**src/rtl/fifo_vr.sv**
```systemverilog
// Val/rdy FIFO of arbitrary depth with occupancy count, almost-full/almost-empty
// flags, and optional bypass (zero-latency when empty) and pipe (enqueue while full) modes.
module fifo_vr #(
    parameter int p_entry_bits = 32,
    parameter int p_depth      = 6,
    parameter int p_bypass     = 0,
    parameter int p_pipe       = 0,
    parameter int p_afull      = p_depth - 1,
    parameter int p_aempty     = 1
) (
    input  logic                            clk,
    input  logic                            rst,
    input  logic                            clear,
    input  logic                            enq_val,
    output logic                            enq_rdy,
    input  logic [p_entry_bits-1:0]         enq_msg,
    output logic                            deq_val,
    input  logic                            deq_rdy,
    output logic [p_entry_bits-1:0]         deq_msg,
    output logic [$clog2(p_depth+1)-1:0]    count,
    output logic                            almost_full,
    output logic                            almost_empty
);
    localparam int CW = $clog2(p_depth + 1);
    localparam int PW = (p_depth > 1) ? $clog2(p_depth) : 1;

    logic [p_entry_bits-1:0] arr_q [p_depth];
    logic [PW-1:0]           rptr_q, rptr_d;
    logic [PW-1:0]           wptr_q, wptr_d;
    logic [CW-1:0]           count_q, count_d;

    logic empty, full;
    logic enq_fire, deq_fire, bypass_fire;
    logic do_write, do_read;

    assign empty = (count_q == '0);
    assign full  = (count_q == CW'(p_depth));

    // Handshake: a transfer happens on a side exactly when val and rdy are both
    // high at the rising edge. deq_val never looks at deq_rdy; in pipe mode only
    // enq_rdy may look at deq_rdy. Both sides are held off during reset and clear.
    assign enq_rdy = rst && !clear && (!full || ((p_pipe != 0) && deq_rdy));
    assign deq_val = rst && !clear && (!empty || ((p_bypass != 0) && enq_val));
    assign deq_msg = ((p_bypass != 0) && empty) ? enq_msg : arr_q[rptr_q];

    assign enq_fire    = enq_val && enq_rdy;
    assign deq_fire    = deq_val && deq_rdy;
    // An entry that passes straight through never touches storage.
    assign bypass_fire = (p_bypass != 0) && empty && enq_fire && deq_fire;
    assign do_write    = enq_fire && !bypass_fire;
    assign do_read     = deq_fire && !bypass_fire;

    assign count        = count_q;
    assign almost_full  = (count_q >= CW'(p_afull));
    assign almost_empty = (count_q <= CW'(p_aempty));

    always_comb begin
        rptr_d  = rptr_q;
        wptr_d  = wptr_q;
        count_d = count_q;
        if (clear) begin
            rptr_d  = '0;
            wptr_d  = '0;
            count_d = '0;
        end else begin
            if (do_write) begin
                wptr_d = (wptr_q == PW'(p_depth - 1)) ? '0 : wptr_q + PW'(1);
            end
            if (do_read) begin
                rptr_d = (rptr_q == PW'(p_depth - 1)) ? '0 : rptr_q + PW'(1);
            end
            if (do_write && !do_read) begin
                count_d = count_q + CW'(1);
            end else if (do_read && !do_write) begin
                count_d = count_q - CW'(1);
            end
        end
    end

    always_ff @(posedge clk or negedge rst) begin
        if (!rst) begin
            rptr_q  <= '0;
            wptr_q  <= '0;
            count_q <= '0;
        end else begin
            rptr_q  <= rptr_d;
            wptr_q  <= wptr_d;
            count_q <= count_d;
        end
    end

    // Storage is deliberately unreset; a full-and-dequeuing pipe write lands
    // in the slot being freed because wptr equals rptr when full.
    always_ff @(posedge clk) begin
        if (do_write) begin
            arr_q[wptr_q] <= enq_msg;
        end
    end
endmodule

```
**config.mk**
```make
export PLATFORM = sky130hd
export DESIGN_NAME = fifo_vr
export DESIGN_NICKNAME = d
export VERILOG_FILES = /design/src/rtl/fifo_vr.sv
export SDC_FILE = /design/constraint.sdc
export NUM_CORES = 1
export LEC_CHECK = 0
export BUFFER_PORTS_ARGS = -buffer_cell sky130_fd_sc_hd__buf_2
export CORE_MARGIN = 4
export CORE_UTILIZATION = 40
export DETAILED_ROUTE_END_ITERATION = 16
export PLACE_DENSITY = 0.58
export SYNTH_ARGS = -nofsm -noshare
export SYNTH_HDL_FRONTEND = slang
export SYNTH_SLANG_ARGS = --single-unit
export TNS_END_PERCENT = 10
```
**constraint.sdc**
```tcl
create_clock -name clk -period 4.72 [get_ports clk]
set_input_delay 0.236 -clock clk [delete_from_list [all_inputs] [get_ports clk]]
set_output_delay 0.236 -clock clk [all_outputs]
set_load 0.01 [all_outputs]
```
==> metrics.md, run 1 <==
| Metric | Value |
|---|---|
| First-pass GRT wire length | approximately 24000 um |
| Period Utilization, post-route | 62.0% |
| Drt via density | around 5.0 |
| Endpoint kind of the worst setup timing path | output port |
| Syn. warnings | 0 |
| Synthesized Nets | 448 |
| Final Non-Filler Cells | slightly below 800 |
| Remaining DRCs | 0 |
| Max VDD drop | approximately 0.00028 V |
| Type of the setup path with the least slack | flop to output port |
| Placement Rows | 50 |
| Count of cells resized by post-cts repair | 0 |
| Top delay family on crit path | flip-flops |
| Clock slew at the register clock pins of the worst setup and hold paths | around 0.060 ns |
| Max cap viols | 0 |
| Width of the die | 148 um |
| Routability congestion estimate from global placement | 0.772 |
| Count of final hold-check violations | 0 |
| Power density of the placed cells | between 300 and 400 nW/um2 |
| Clock period minus worst slack | just under 3 ns |
| CTS Buffer Depth | 3 |
| Maximum number of pins on one net before global-route repair | 39 |
| Post-CTS setup repair buffer count | 0 |
| Core region area | 19000 um2 |
| Number of max-slew violations in the final report | 0 |
| TritonRoute pass-1 iters | 5 |
| Final layout net count | around 560 |
| Post-placement cell count | 730 |
| HPWL Detailed | around 8500 um |
| Total via count after detailed routing | roughly 3.9k |
| Initial drt markers | between 150 and 200 |
| Boundary Pins | 76 |
| Port buffer count | 75 |
| Max Clk Rate | 0.342 GHz |
| Global routing usage summed across all routing layers | 14.0% |
| Number of global-route vias before repair | between 4k and 5k |
| Number of distinct library cell variants in the gate-level netlist after synthesis | 39 |
| Clock buffers created by TritonCTS | 21 |
| Total negative setup slack | 0 ns |
| Instance area after placement | approximately 8500 um2 |
| Most common library cell in the layout ignoring fill and taps | sky130_fd_sc_hd__edfxtp_1 |
| Sinks on the clock net | ~200 |
| Clock tree from TritonCTS | done |
| Number of storage elements in the synthesis netlist | ~200 |
| RSZ-0062 raised after global routing | no |
| Die height | 148 um |
| Relative slew slack | 39.2% |
| Crit path required time | roughly 4.5 ns |
| Overall power after layout | between 3 and 4 mW |
| Synth Cell Area | slightly below 8000 um2 |
| Syn avg cell area | ~19 um2 |
| Result of the run | completed |
| Overflow left after global routing | 0 |
| Clock latency on the worst-skew pair | about 0.48 ns |
| Sum of buffers and inverters on the critical path | 2 |
| Average routed wire per standard cell | between 15 and 20 um |
| Maximum fanout along the worst path | 31 |
| Fin worst setup slack | 1.79 ns |
| Master of the slowest instance on the critical path | sky130_fd_sc_hd__dfrtp_4 |
| Post-route cell area | around 9400 um2 |
| Starting density of the core | between 40% and 50% |
| Antenna violations before repair | 0 |
| Crit-path max cell delay | slightly above 0.8 ns |
| Number of cells produced by synthesis | about 410 |
| Die footprint | 21900 um2 |
| Worst-case clock skew | about 0.0076 ns |
| Root buffer cell | sky130_fd_sc_hd__clkbuf_16 |
| HP Class | input pin to flop |
| Kind of start point of the critical path | flop |
| Setup violators final | 0 |
| Area growth syn-to-layout | 19.9% |
| Arrival time of the worst setup path | around 2.7 ns |
| Portion of the post-synthesis area used by sequential elements | 76.3% |
| Level count of the clock H-tree | 1 |
| Static Leak | approximately 3.2 nW |
| Commonest cells after routing, fill and taps aside | sky130_fd_sc_hd__edfxtp_1, sky130_fd_sc_hd__buf_2, sky130_fd_sc_hd__nor2_1 |
| Proportion of layout cells with a drive suffix above 1 | approximately 30% |
| Transition time of the tightest slew-check pin | approximately 0.91 ns |
| Cell chain of the critical path | buf_4 -> mux4_2 -> nor2_1 -> a21oi_1 -> buf_2 |
| Aggregate routed wire length | roughly 15000 um |
| Antenna Nets Post-Route | 0 |
| Antenna cells | 0 |
| Worst slack at placement | 2.14 ns |
area by class of cell:
cell class                 count  area, um2
fill                        1649       9600
sequential                   201       6000
multi-input combinational    179       1750
timing repair buffer         112        721
clock buffer                  27        548
tap                          260        325
clock inverter                 7       55.1
inverter                       5       18.8
worst paths after layout:
check	endpoint	depth (start not counted)	slack (ns)	from
setup / recovery	deq_msg[19]	5	1.79	rptr_q[0]
hold / removal	arr_q[5][18]	1	0.02	enq_msg[18]
setup reg to reg	arr_q[3][24]	6	2.20	count[0]
hold reg to reg	wptr_q[2]	2	0.66	wptr_q[2]
max in group asynchronous	rptr_q[0]	2	4.34	rst
min in group asynchronous	count[0]	2	0.15	rst
cell families after synthesis:
family,synth area share (%)
compound gates,2.95
flops,76.3
buf+inv,1.85
simple gates,4.08
xor+xnor,0.335
mux,13.7
fa+ha+maj,0.797
worst reg2reg max path, delay by kind of cell, from the launching register on:
family,cells,cell delay (ns)
flip-flops,1,0.44
AND/OR/NAND/NOR,3,0.73
buffers and inverters,2,0.73
adder cells (fa/ha/maj),1,0.21
per-stage QoR:
stage	hold slack, ns	util [%]
floorplan	-0.0596	-
global placement	0.115	44.9
detailed placement	0.123	44.9
CTS	0.00174	49.5
global route	0.0119	49.5
finish	0.0220	49.5
flip-flops by register name (all words and copies together), names as in the netlist:
name,flops
arr_q,192
count,3
rptr_q,3
wptr_q,3
synthesized netlist by cell type, drive strengths merged:
library cell | instances | share of area [%]
a21oi | 36 | 2.3
a2bb2oi | 1 | 0.19
a31o | 1 | 0.11
and2 | 1 | 0.080
and3 | 1 | 0.14
and4 | 1 | 0.11
buf | 15 | 1.3
clkbuf | 6 | 0.29
dfrtp | 9 | 2.9
edfxtp | 192 | 73
ha | 5 | 0.80
inv | 5 | 0.24
mux2 | 2 | 0.33
mux2i | 33 | 4.2
mux4 | 32 | 9.2
nand2 | 7 | 0.33
nand2b | 1 | 0.080
nand3 | 2 | 0.19
nand4 | 3 | 0.40
nor2 | 37 | 1.8
nor2b | 2 | 0.25
nor3 | 2 | 0.13
nor3b | 1 | 0.096
nor4 | 1 | 0.080
nor4b | 1 | 0.11
o211a | 1 | 0.13
o221ai | 1 | 0.11
o31a | 1 | 0.11
or3 | 1 | 0.080
or3b | 2 | 0.22
xnor2 | 2 | 0.22
xor2 | 1 | 0.11
per-layer routing:
layer | vias to the layer above | global-route usage [%] | part of all wire, %
met1 | 1999 | 19.0 | 45
li1 | 1837 | - | -
met5 | - | 0 | 0
met3 | 16 | 2.83 | 4.5
met2 | 79 | 23.6 | 49
met4 | 0 | 2.96 | 1.5
power by group:
| group | internal, mW | switching (mW) | leakage (nW) |
|---|---|---|---|
| Sequential | 1.97 | 0.0126 | 1.85 |
| Clock | 0.865 | 0.608 | 0.294 |
| Combinational | 0.0771 | 0.0841 | 1.01 |
| Total | 2.91 | 0.704 | 3.16 |
repair_timing:
item	CTS	global route
endpoints found under the setup margin	0	0
hold buffers	27	0
endpoints found under the hold margin	155	0
Power figures use the tool's default switching activity.
==> run 2: changes to the inputs <==
--- a/config.mk
+++ b/config.mk
@@ -5,11 +5,12 @@
 export SDC_FILE = /design/constraint.sdc
 export NUM_CORES = 1
 export LEC_CHECK = 0
+export ABC_AREA = 1
 export BUFFER_PORTS_ARGS = -buffer_cell sky130_fd_sc_hd__buf_2
 export CORE_MARGIN = 4
 export CORE_UTILIZATION = 40
 export DETAILED_ROUTE_END_ITERATION = 16
-export PLACE_DENSITY = 0.58
+export PLACE_DENSITY = 0.56
 export SYNTH_ARGS = -nofsm -noshare
 export SYNTH_HDL_FRONTEND = slang
 export SYNTH_SLANG_ARGS = --single-unit
==> constraint.sdc (replaced) <==
create_clock -name clk -period 2.9 [get_ports clk]
set_input_delay 0.145 -clock clk [delete_from_list [all_inputs] [get_ports clk]]
set_output_delay 0.145 -clock clk [all_outputs]
set_load 0.01 [all_outputs]
==> run 2 against run 1 <==
Compared with the run above: routed wire length is 20% higher; highest routed layer unchanged; sequential cell count did not move; first-iteration DRC count increased by 76%; clock skew hardly changed; combinational power rose to 4.1 times the previous value; largest cell class unchanged; hold slack gained 0.023 ns; non-clock buffer count is 18 higher; cell count is 27% higher.
==> metrics.md, run 2 <==
| Metric | Value |
|---|---|
| Global routing usage summed across all routing layers | 16.5% (was 14.0%) |
| Core region area | 19400 um2 (was 19000 um2) |
| HP Class | input pin to async pin (was input pin to flop) |
| Total area of sequential cells | 5990 um2 (was 6000 um2) |
| TritonRoute pass-1 iters | 4 (was 5) |
| Max VDD drop | 0.000400 V (was 0.000284 V) |
| Endpoint kind of the worst setup timing path | output port (unchanged) |
| Clock period minus worst slack | roughly 2.7 ns |
| Overflow left after global routing | 0 (unchanged) |
| Most frequent cell after synthesis | sky130_fd_sc_hd__edfxtp_1 (unchanged) |
| Relative slew slack | 54.1% (was 39.2%) |
| Antenna Nets Post-Route | 0 (unchanged) |
| Maximum fanout along the worst path | 36 (was 31) |
| Proportion of layout cells with a drive suffix above 1 | 18.1% (was 29.8%) |
| Die height | 148 um (about the same) |
| Setup violators final | 0 (unchanged) |
| Crit path required time | 2.76 ns (was 4.48 ns) |
| Synthesized Nets | 644 (was 448) |
| Top cells by area, synth | sky130_fd_sc_hd__edfxtp_1, sky130_fd_sc_hd__nand2_1, sky130_fd_sc_hd__o21ai_0, sky130_fd_sc_hd__nor2_1, sky130_fd_sc_hd__o211ai_1 (was sky130_fd_sc_hd__edfxtp_1, sky130_fd_sc_hd__mux4_2, sky130_fd_sc_hd__mux2i_1, sky130_fd_sc_hd__dfrtp_1, sky130_fd_sc_hd__a21oi_1) |
| Initial drt markers | 323 (was 184) |
| Fill cell instance count of the final layout | 1701 (was 1649) |
| Max cap viols | 0 (unchanged) |
| Level count of the clock H-tree | 1 (unchanged) |
| Arrival time of the worst setup path | 2.52 ns (was 2.69 ns) |
| Static Leak | 3.45 nW (was 3.16 nW) |
| Clock tree from TritonCTS | done (unchanged) |
| Port buffer count | 75 (unchanged) |
| Kind of start point of the critical path | flop (unchanged) |
| Met2 Use GR | 29.0% (was 23.6%) |
| CTS Buffer Depth | 3 (unchanged) |
| Number of max-slew violations in the final report | 0 (unchanged) |
| Worst slack at placement | 0.601 ns (was 2.14 ns) |
| Portion of the post-synthesis area used by sequential elements | 76.0% (was 76.3%) |
| Type of the setup path with the least slack | flop to output port (unchanged) |
| Fin util | 50.2% (was 49.5%) |
| HPWL Detailed | 10900 um (was 8530 um) |
| Maximum number of pins on one net before global-route repair | 37 (was 39) |
| Overall power after layout | 6.49 mW (was 3.62 mW) |
| First-pass GRT wire length | 29000 um (was 23800 um) |
| Clock slew at the register clock pins of the worst setup and hold paths | 0.06 ns (about the same) |
| Most common library cell in the layout ignoring fill and taps | sky130_fd_sc_hd__edfxtp_1 (unchanged) |
| Register with the most flip-flops | arr_q (unchanged) |
| Width of the die | 148 um (about the same) |
| Result of the run | completed (unchanged) |
| Instance area after placement | 8730 um2 (was 8550 um2) |
| RSZ-0062 raised after global routing | no (unchanged) |
| Aggregate routed wire length | 18000 um (was 15000 um) |
| Post-CTS setup repair buffer count | 0 (unchanged) |
| Number of distinct library cell variants in the gate-level netlist after synthesis | 26 (was 39) |
| Antenna cells | 0 (unchanged) |
| Sinks on the clock net | 201 (unchanged) |
| Commonest cells in the netlist | sky130_fd_sc_hd__edfxtp_1, sky130_fd_sc_hd__nand2_1, sky130_fd_sc_hd__o21ai_0 (was sky130_fd_sc_hd__edfxtp_1, sky130_fd_sc_hd__nor2_1, sky130_fd_sc_hd__a21oi_1) |
| Total negative setup slack | 0 ns (unchanged) |
| Proportion of netlist area held by the largest area contributor | 73.1% (was 73.4%) |
| Antenna violations before repair | 0 (unchanged) |
| Placement Rows | 51 (was 50) |
| Routability congestion estimate from global placement | 0.826 (was 0.772) |
| Period Utilization, post-route | 92.0% |
| Average routed wire per standard cell | 17.9 um (was 19.0 um) |
| Number of cells produced by synthesis | 602 (was 406) |
| Starting density of the core | 40.6% (was 41.3%) |
| Root buffer cell | sky130_fd_sc_hd__clkbuf_16 (unchanged) |
| Layer carrying the most global-route usage | met2 (unchanged) |
| Clock latency on the worst-skew pair | 0.49 ns (was 0.48 ns) |
| Number of global-route vias before repair | 5391 (was 4199) |
| Multi-input logic area | 1720 um2 (was 1750 um2) |
| Global-route met3 utilization | 2.62% (was 2.83%) |
| Fin worst setup slack | 0.232 ns (was 1.79 ns) |
| Die footprint | 22000 um2 (was 21900 um2) |
| GR met1 Demand/Resource | 21.7% (was 19.0%) |
| Final layout net count | 767 (was 562) |
| Commonest cells after routing, fill and taps aside | sky130_fd_sc_hd__edfxtp_1, sky130_fd_sc_hd__nand2_1, sky130_fd_sc_hd__o21ai_0 (was sky130_fd_sc_hd__edfxtp_1, sky130_fd_sc_hd__buf_2, sky130_fd_sc_hd__nor2_1) |
| Syn avg cell area | 13.1 um2 (was 19.3 um2) |
| Number of storage elements in the synthesis netlist | 201 (unchanged) |
| Post-synth EDFFs | 192 (unchanged) |
| Drt via density | 5.04 (was 4.97) |
| Transition time of the tightest slew-check pin | 0.689 ns (was 0.912 ns) |
| Total via count after detailed routing | 5070 (was 3931) |
| Clock buffers created by TritonCTS | 22 (was 21) |
| Synth Cell Area | 7880 um2 (was 7850 um2) |
| Max Clk Rate | between 0.3 and 0.4 GHz |
| Count of final hold-check violations | 0 (unchanged) |
| Top cell type by total area after synthesis | sky130_fd_sc_hd__edfxtp_1 (unchanged) |
| Worst-case clock skew | 0.00710 ns (was 0.00756 ns) |
| Syn. warnings | 0 (unchanged) |
| Max FFs per register | 192 (unchanged) |
| Boundary Pins | 76 (unchanged) |
| Share of synthesized registers carrying an async set or reset | 4.48% (unchanged) |
| Post-route cell area | 9740 um2 (was 9420 um2) |
| Power density of the placed cells | 667 nW/um2 (was 384 nW/um2) |
| Area growth syn-to-layout | 23.5% (was 19.9%) |
| Main synth FF type | sky130_fd_sc_hd__edfxtp_1 (unchanged) |
| Remaining DRCs | 0 (unchanged) |
-- run 2: worst paths after layout --
check	from	to	slack, ns	cells past startpoint
max	rptr_q[0]	deq_msg[26]	0.23	6
min reg2reg	count[0]	count[0]	0.57	2
min in group clk	clear	rptr_q[0]	0.06	4
max reg2reg	count[0]	arr_q[4][14]	0.61	6
min	rst	rptr_q[2]	0.05	2
max in group asynchronous	rst	rptr_q[0]	2.63	2
-- run 2: kinds of logic (layout without fill, tap and decap cells) --
group,Yosys count,in the layout,share of synthesized area (%)
simple gates,208,208,10.3
flops,201,201,76.0
compound gates,136,136,9.71
buf+inv,50,188,3.02
fa+ha+maj,5,5,0.794
xor+xnor,2,2,0.222
-- run 2: what timing repair did --
item                                   in CTS  in global routing
resized for setup                           0                  0
hold buffers                               34                  0
endpoints found under the hold margin     202                  0
-- run 2: critical path, stage by stage, from the launching register on --
cell and delay, ns:
sky130_fd_sc_hd__dfrtp_2 0.81, sky130_fd_sc_hd__buf_4 0.45, sky130_fd_sc_hd__o21ai_0 0.15, sky130_fd_sc_hd__o211ai_1 0.20
sky130_fd_sc_hd__nand2_1 0.09, sky130_fd_sc_hd__o21ai_1 0.13, sky130_fd_sc_hd__buf_2 0.16
-- run 2: power breakdown --
| group | internal, mW | total (mW) | leakage [nW] | switching [mW] |
|---|---|---|---|---|
| Clock | 1.51 | 2.56 | 0.330 | 1.05 |
| Sequential | 3.23 | 3.27 | 1.85 | 0.0463 |
| Combinational | 0.260 | 0.657 | 1.27 | 0.396 |
| Total | 5.00 | 6.49 | 3.45 | 1.49 |
-- run 2: final cells by class --
class                   instances  area share (%)
well taps                     265            3.40
inverters                      19           0.732
flip-flops and latches        201            61.5
clock buffers                  24            5.95
clock inverters                15           0.899
repair buffers                130            9.87
multi-input cells             351            17.6
-- run 2: layer usage --
metal / up-vias / wire length [um]
li1: 2413 / -
met1: 2504 / 7850
met2: 123 / 8850
met3: 30 / 886
met4: 0 / 412
met5: - / 0
-- run 2: per-stage QoR --
stage / instances / hold slack, ns
after detailed placement: 932 / 0.0297
after global placement: 932 / 0.0331
after CTS: 1005 / 0.0294
final: 1005 / 0.0452
after floorplan: 602 / -0.151
after global routing: 1005 / 0.0702
